<file path="src/rtl/ISO14443A_pkg.sv">
// rtl/ISO14443A_pkg.sv - shared ISO14443A byte/data_bits encoding and frame buffer states
package ISO14443A_pkg;

  localparam int BYTE_W      = 8;
  localparam int DATA_BITS_W = 3;
  // data_bits of zero encodes a full 8-bit byte
  localparam logic [DATA_BITS_W-1:0] DATA_BITS_FULL = '0;

  typedef enum logic [1:0] {
    IDLE,
    RECEIVING,
    DISCARD,
    SENDING
  } frame_buffer_state_t;

  function automatic logic is_partial(input logic [DATA_BITS_W-1:0] bits);
    return bits != DATA_BITS_FULL;
  endfunction

endpackage

</file>
<file path="src/rtl/frame_byte_ram.sv">
// rtl/frame_byte_ram.sv - DEPTHx8 frame store, one write port, one registered read port
module frame_byte_ram
  import ISO14443A_pkg::*;
#(
  parameter int DEPTH  = 16,
  parameter int ADDR_W = $clog2(DEPTH)
) (
  input  logic              clk,
  input  logic              rst,
  input  logic              we,
  input  logic [ADDR_W-1:0] waddr,
  input  logic [BYTE_W-1:0] wdata,
  input  logic              re,
  input  logic [ADDR_W-1:0] raddr,
  output logic [BYTE_W-1:0] rdata
);

  logic [BYTE_W-1:0] mem [DEPTH];

  always_ff @(posedge clk) begin
    if (we) begin
      mem[waddr] <= wdata;
    end
  end

  // Write-first bypass: a one-byte frame is stored and read back on the same edge
  always_ff @(posedge clk or posedge rst) begin
    if (rst) begin
      rdata <= '0;
    end else if (re) begin
      rdata <= (we && (waddr == raddr)) ? wdata : mem[raddr];
    end
  end

endmodule

</file>
<file path="src/rtl/rx_tx_frame_buffer.sv">
// rtl/rx_tx_frame_buffer.sv - captures one rx frame, drops it on error/overflow, replays it to tx
module rx_tx_frame_buffer
  import ISO14443A_pkg::*;
#(
  parameter int DEPTH = 16
) (
  input  logic                   clk,
  input  logic                   rst,
  input  logic                   rx_soc,
  input  logic                   rx_eoc,
  input  logic [BYTE_W-1:0]      rx_data,
  input  logic [DATA_BITS_W-1:0] rx_data_bits,
  input  logic                   rx_data_valid,
  input  logic                   rx_error,
  output logic [BYTE_W-1:0]      tx_data,
  output logic [DATA_BITS_W-1:0] tx_data_bits,
  output logic                   tx_ready_to_send,
  input  logic                   tx_req,
  output logic                   frame_dropped
);

  localparam int CNT_W  = $clog2(DEPTH + 1);
  localparam int ADDR_W = $clog2(DEPTH);
  localparam logic [CNT_W-1:0] CNT_FULL = CNT_W'(DEPTH);
  localparam logic [CNT_W-1:0] CNT_ONE  = CNT_W'(1);

  frame_buffer_state_t state, state_d;
  logic [CNT_W-1:0]       wr_cnt, wr_cnt_d;
  logic [CNT_W-1:0]       rd_cnt, rd_cnt_d;
  logic [DATA_BITS_W-1:0] last_bits, last_bits_d;
  logic [DATA_BITS_W-1:0] bits_d;
  logic                   ready_d;
  logic                   dropped_d;
  logic                   mem_we;
  logic                   rd_en;
  logic [ADDR_W-1:0]      rd_addr;

  frame_byte_ram #(
    .DEPTH (DEPTH),
    .ADDR_W(ADDR_W)
  ) u_frame_byte_ram (
    .clk  (clk),
    .rst  (rst),
    .we   (mem_we),
    .waddr(wr_cnt[ADDR_W-1:0]),
    .wdata(rx_data),
    .re   (rd_en),
    .raddr(rd_addr),
    .rdata(tx_data)
  );

  always_comb begin
    state_d     = state;
    wr_cnt_d    = wr_cnt;
    rd_cnt_d    = rd_cnt;
    last_bits_d = last_bits;
    bits_d      = tx_data_bits;
    ready_d     = tx_ready_to_send;
    dropped_d   = 1'b0;
    mem_we      = 1'b0;
    rd_en       = 1'b0;
    rd_addr     = '0;
    case (state)
      IDLE: begin
        if (rx_soc) begin
          state_d     = RECEIVING;
          wr_cnt_d    = '0;
          last_bits_d = DATA_BITS_FULL;
        end
      end
      RECEIVING: begin
        if (rx_error) begin
          dropped_d = 1'b1;
          state_d   = rx_eoc ? IDLE : DISCARD;
        end else if (rx_soc) begin
          wr_cnt_d    = '0;
          last_bits_d = DATA_BITS_FULL;
        end else if (rx_data_valid && (wr_cnt == CNT_FULL || is_partial(last_bits))) begin
          dropped_d = 1'b1;
          state_d   = rx_eoc ? IDLE : DISCARD;
        end else begin
          if (rx_data_valid) begin
            mem_we      = 1'b1;
            wr_cnt_d    = wr_cnt + CNT_ONE;
            last_bits_d = rx_data_bits;
          end
          // Commit sees the byte stored on this same edge
          if (rx_eoc) begin
            if (wr_cnt_d != '0) begin
              state_d  = SENDING;
              rd_cnt_d = '0;
              rd_en    = 1'b1;
              ready_d  = 1'b1;
              bits_d   = (wr_cnt_d > CNT_ONE) ? DATA_BITS_FULL : last_bits_d;
            end else begin
              state_d = IDLE;
            end
          end
        end
      end
      DISCARD: begin
        if (rx_soc) begin
          state_d     = RECEIVING;
          wr_cnt_d    = '0;
          last_bits_d = DATA_BITS_FULL;
        end else if (rx_eoc) begin
          state_d = IDLE;
        end
      end
      SENDING: begin
        if (rx_soc) begin
          state_d     = RECEIVING;
          ready_d     = 1'b0;
          wr_cnt_d    = '0;
          last_bits_d = DATA_BITS_FULL;
        end else if (tx_req) begin
          if (rd_cnt + CNT_ONE < wr_cnt) begin
            rd_cnt_d = rd_cnt + CNT_ONE;
            rd_en    = 1'b1;
            rd_addr  = rd_cnt_d[ADDR_W-1:0];
            bits_d   = (rd_cnt_d + CNT_ONE < wr_cnt) ? DATA_BITS_FULL : last_bits;
          end else begin
            ready_d = 1'b0;
            state_d = IDLE;
          end
        end
      end
      default: state_d = IDLE;
    endcase
  end

  always_ff @(posedge clk or posedge rst) begin
    if (rst) begin
      state            <= IDLE;
      wr_cnt           <= '0;
      rd_cnt           <= '0;
      last_bits        <= DATA_BITS_FULL;
      tx_data_bits     <= DATA_BITS_FULL;
      tx_ready_to_send <= 1'b0;
      frame_dropped    <= 1'b0;
    end else begin
      state            <= state_d;
      wr_cnt           <= wr_cnt_d;
      rd_cnt           <= rd_cnt_d;
      last_bits        <= last_bits_d;
      tx_data_bits     <= bits_d;
      tx_ready_to_send <= ready_d;
      frame_dropped    <= dropped_d;
    end
  end

endmodule
</file>
<file path="config.mk">
export PLATFORM = sky130hd
export DESIGN_NAME = rx_tx_frame_buffer
export DESIGN_NICKNAME = d
export VERILOG_FILES = /design/src/rtl/ISO14443A_pkg.sv /design/src/rtl/frame_byte_ram.sv /design/src/rtl/rx_tx_frame_buffer.sv
export SDC_FILE = /design/constraint.sdc
export NUM_CORES = 1
export LEC_CHECK = 0
export CAP_MARGIN = 20
export CELL_PAD_IN_SITES_DETAIL_PLACEMENT = 1
export CELL_PAD_IN_SITES_GLOBAL_PLACEMENT = 1
export CORE_UTILIZATION = 30
export DETAILED_ROUTE_END_ITERATION = 8
export GPL_ROUTABILITY_DRIVEN = 0
export GPL_TIMING_DRIVEN = 0
export PLACE_DENSITY = 0.5
export SYNTH_ARGS = -nofsm -noshare
export SYNTH_HDL_FRONTEND = slang
export SYNTH_SLANG_ARGS = --single-unit
</file>
<file path="constraint.sdc">
create_clock -name clk -period 6.6 [get_ports clk]
set_input_delay 0.99 -clock clk [delete_from_list [all_inputs] [get_ports clk]]
set_output_delay 0.99 -clock clk [all_outputs]
set_load 0.005 [all_outputs]
</file>
==> out/results.tsv <==
metric	value	unit
status	finished clean	
Max IR drop VDD	163.3	µV
Routed Antenna Nets	0	
die width	154.7	µm
Fin Hold WS	0.5136	ns
fin cells	881	
leading area contributor after synthesis	edfxtp_1	
critical path class	flip-flop to flip-flop	
ys flop type	edfxtp_1	
DRC	0	
Int Power	0.002112	W
Fmax	191.2	MHz
CP cell instances	buf_2 > buf_2 > inv_1 > ha_1 > clkbuf_1 > clkbuf_1 > clkinv_1 > ha_1 > a21oi_1 > o21ai_2 > a31oi_4 > clkbuf_1 > nand3_1 > o22ai_1 > a21oi_1 > a21oi_1	
hold path depth	2	
Inserted Clock Buffers	17	
fin crit share	79.24	%
post-synth top area share	54.97	%
Net Sw Power	0.001091	W
CTS Hold Bufs	0	
Clock Tree Buf Depth	2	
# port buffers	29	
CTS H-Tree Depth	4	
combinational fraction of design power	30.1	%
register bit total from synthesis	156	
Die Ht	154.7	µm
Slowest Stage Delay on Critical Path	0.48	ns
first-pass GRT wire length	29.97	mm
final antenna diode count	0	
Post-Syn Area	6993	µm²
Netlist cell types	66	
Vias/cell	5.096	
Final Setup Violations	0	
Synth async-reset ratio	17.95	%
number of synthesized flops with an enable pin	128	
commonest cells in the synthesized netlist	128 x edfxtp_1, 38 x nand2_1, 37 x nor2_1	
Remaining Overflow, GRT	0	
Req. time, crit path	6.95	ns
post_cts resized	0	
R2R depth	16	
share of cells above drive strength 1	14.44	%
crit-path leading delay family	buffers and inverters	
IO Count	31	
Leak	2.765	nW
switch share	34.07	%
total number of vias	4490	
Setup crit end kind	flip-flop	
vias in the first global route	4809	
Core Region	22780	µm²
postcts setup bufs	0	
RSZ-0062 raised after global routing	false	
final setup margin	1.370	ns
TritonRoute pass-1 iters	4	
Fill cells	2400	
Slew headroom	42.25	%
All-Layer GR Usage	17.50	%
power per cell area	383.5	nW/µm²
later-pin clock latency in the skew report	0.43	ns
initial antenna violation count	0	
clock-pin slew on the worst setup and hold paths	0.07	ns
Fin. Hold Viols	0	
Routed WL	19.73	mm
syn nets	535	
Worst Path Buf+Inv	7	
CP Max Fanout	10	
synthesis-to-layout area growth	19.47	%
fin. max-slew vios	0	
sequential share of the synthesized area	64.98	%
Flop pwr share	37.1	%
Sink Count	156	
Site Rows	55	
wire per inst	22.39	µm
clk root buf	clkbuf_16	
clock skew	0.009262	ns
post-route minimum period	5.230	ns
Crit-path slowest cell	clkbuf_1	
Initial DRC Count	299	
starting density of the core	30.70	%
Hold Crit Class	flip-flop to flip-flop	
clock power share	32.9	%
dpl ws	1.344	ns
largest net degree at the start of global routing	18	
CTS tree	done	
Setup Total Neg Slack	0	ns
placed insts	848	
critical path depth	16	
layout net count	588	
die footprint	23920	µm²
CP Launch Type	flip-flop	
data arrival time of the worst path	5.58	ns
Final HPWL DP	14.04	mm
number of max-cap violations	0	
most frequent cell after synthesis	edfxtp_1	
Mapped Cells	502	
synth warn	0	
largest cells by area after synthesis	edfxtp_1 55%, dfrtp_1 10%, mux4_2 2.9%	
synthesized area per cell	13.93	µm²
Worst Max-Slew Pin Slew	0.8636	ns
## state kept, by name (all words and copies together), names as in the netlist
register and cells:
frame_dropped 1, last_bits 3, rd_cnt 5, state 2
tx_data_bits 3, tx_ready_to_send 1, u_frame_byte_ram.mem 128, u_frame_byte_ram.rdata 8
wr_cnt 5
## cells in the final DEF (no fill, tap or decap), drive strengths merged, types with 3 or more instances in the layout
cell,n
edfxtp,128
nor3,6
clkinv,5
nand4,16
buf,17
ha,15
and2,3
o21ai,15
nand2b,6
a22o,4
clkdlybuf4s50,29
a2bb2oi,7
nor2,39
o32ai,15
dfrtp,28
o211ai,7
clkbuf,32
a21oi,25
a31oi,7
mux4,9
o2bb2ai,8
mux2,7
xnor2,8
nand3,11
nand2,39
inv,19
o221ai,7
mux2i,15
nor4,3
bufinv,3
o22ai,9
## routing by layer
metal  share of wire, %  GRT usage (%)
met1                 43          21.53
met2                 52          31.20
met3                3.2          3.026
met4                1.6          5.328
met5                  0              0
## worst reg2reg max path, delay by kind of cell, from the launching register on
kind	cells	cell delay (ns)
AO/OA/AOI/OAI	6	1.27
adder cells (fa/ha/maj)	2	0.66
buffers and inverters	7	2.71
flip-flops	1	0.36
AND/OR/NAND/NOR	1	0.16
## power groups by stage
| stage | registers (W) | logic, W | clock network, W |
|---|---|---|---|
| 2_1_floorplan | 0.00120 | 0.000611 | 0 |
| 3_3_place_gp | 0.00121 | 0.000966 | 0 |
| 3_5_place_dp | 0.00121 | 0.000981 | 0 |
| 4_1_cts | 0.00119 | 0.000985 | 0.00107 |
| 5_1_grt | 0.00120 | 0.00106 | 0.00111 |
| 6_report | 0.00119 | 0.000964 | 0.00105 |
## metrics by stage
step                      power (W)  util (%)  area, µm²
after floorplan            0.001809         -       6993
after global placement     0.002172     33.69       7675
after detailed placement   0.002189     33.89       7720
after CTS                  0.003245     36.64       8347
after global routing       0.003369     36.68       8354
final                      0.003204     36.68       8354
## worst paths after layout
| check | startpoint | endpoint | slack, ns |
|---|---|---|---|
| hold reg to reg | rd_cnt[4] | rd_cnt[4] | 0.51 |
| hold / removal | rd_cnt[4] | rd_cnt[4] | 0.51 |
| min in group asynchronous | rst | tx_data_bits[0] | 0.97 |
| max in group asynchronous | rst | rd_cnt[1] | 5.11 |
| setup / recovery | rd_cnt[0] | u_frame_byte_ram.rdata[5] | 1.37 |
| setup reg to reg | rd_cnt[0] | u_frame_byte_ram.rdata[5] | 1.37 |
## final cells by class
cell class,count,area [µm²],area share [%]
Clock buffer,18,429.2,5.137
Clock inverter,14,197.7,2.366
Sequential cell,156,4544,54.40
Multi-Input combinational cell,306,2275,27.23
Buffer,26,121.4,1.453
Timing Repair Buffer,34,342.8,4.104
Tap cell,313,391.6,4.688
Inverter,14,52.55,0.6290
## kinds of logic after synthesis
kind of cell	share of synthesized area (%)
DFF	64.98
and+or+nand+nor	9.555
AOI/OAI and AO/OA	12.78
buffers and inverters	2.487
muxes	6.173
adders and majority gates	2.684
xor gates and xnor gates	1.342
(Power assumes the default switching activity.)
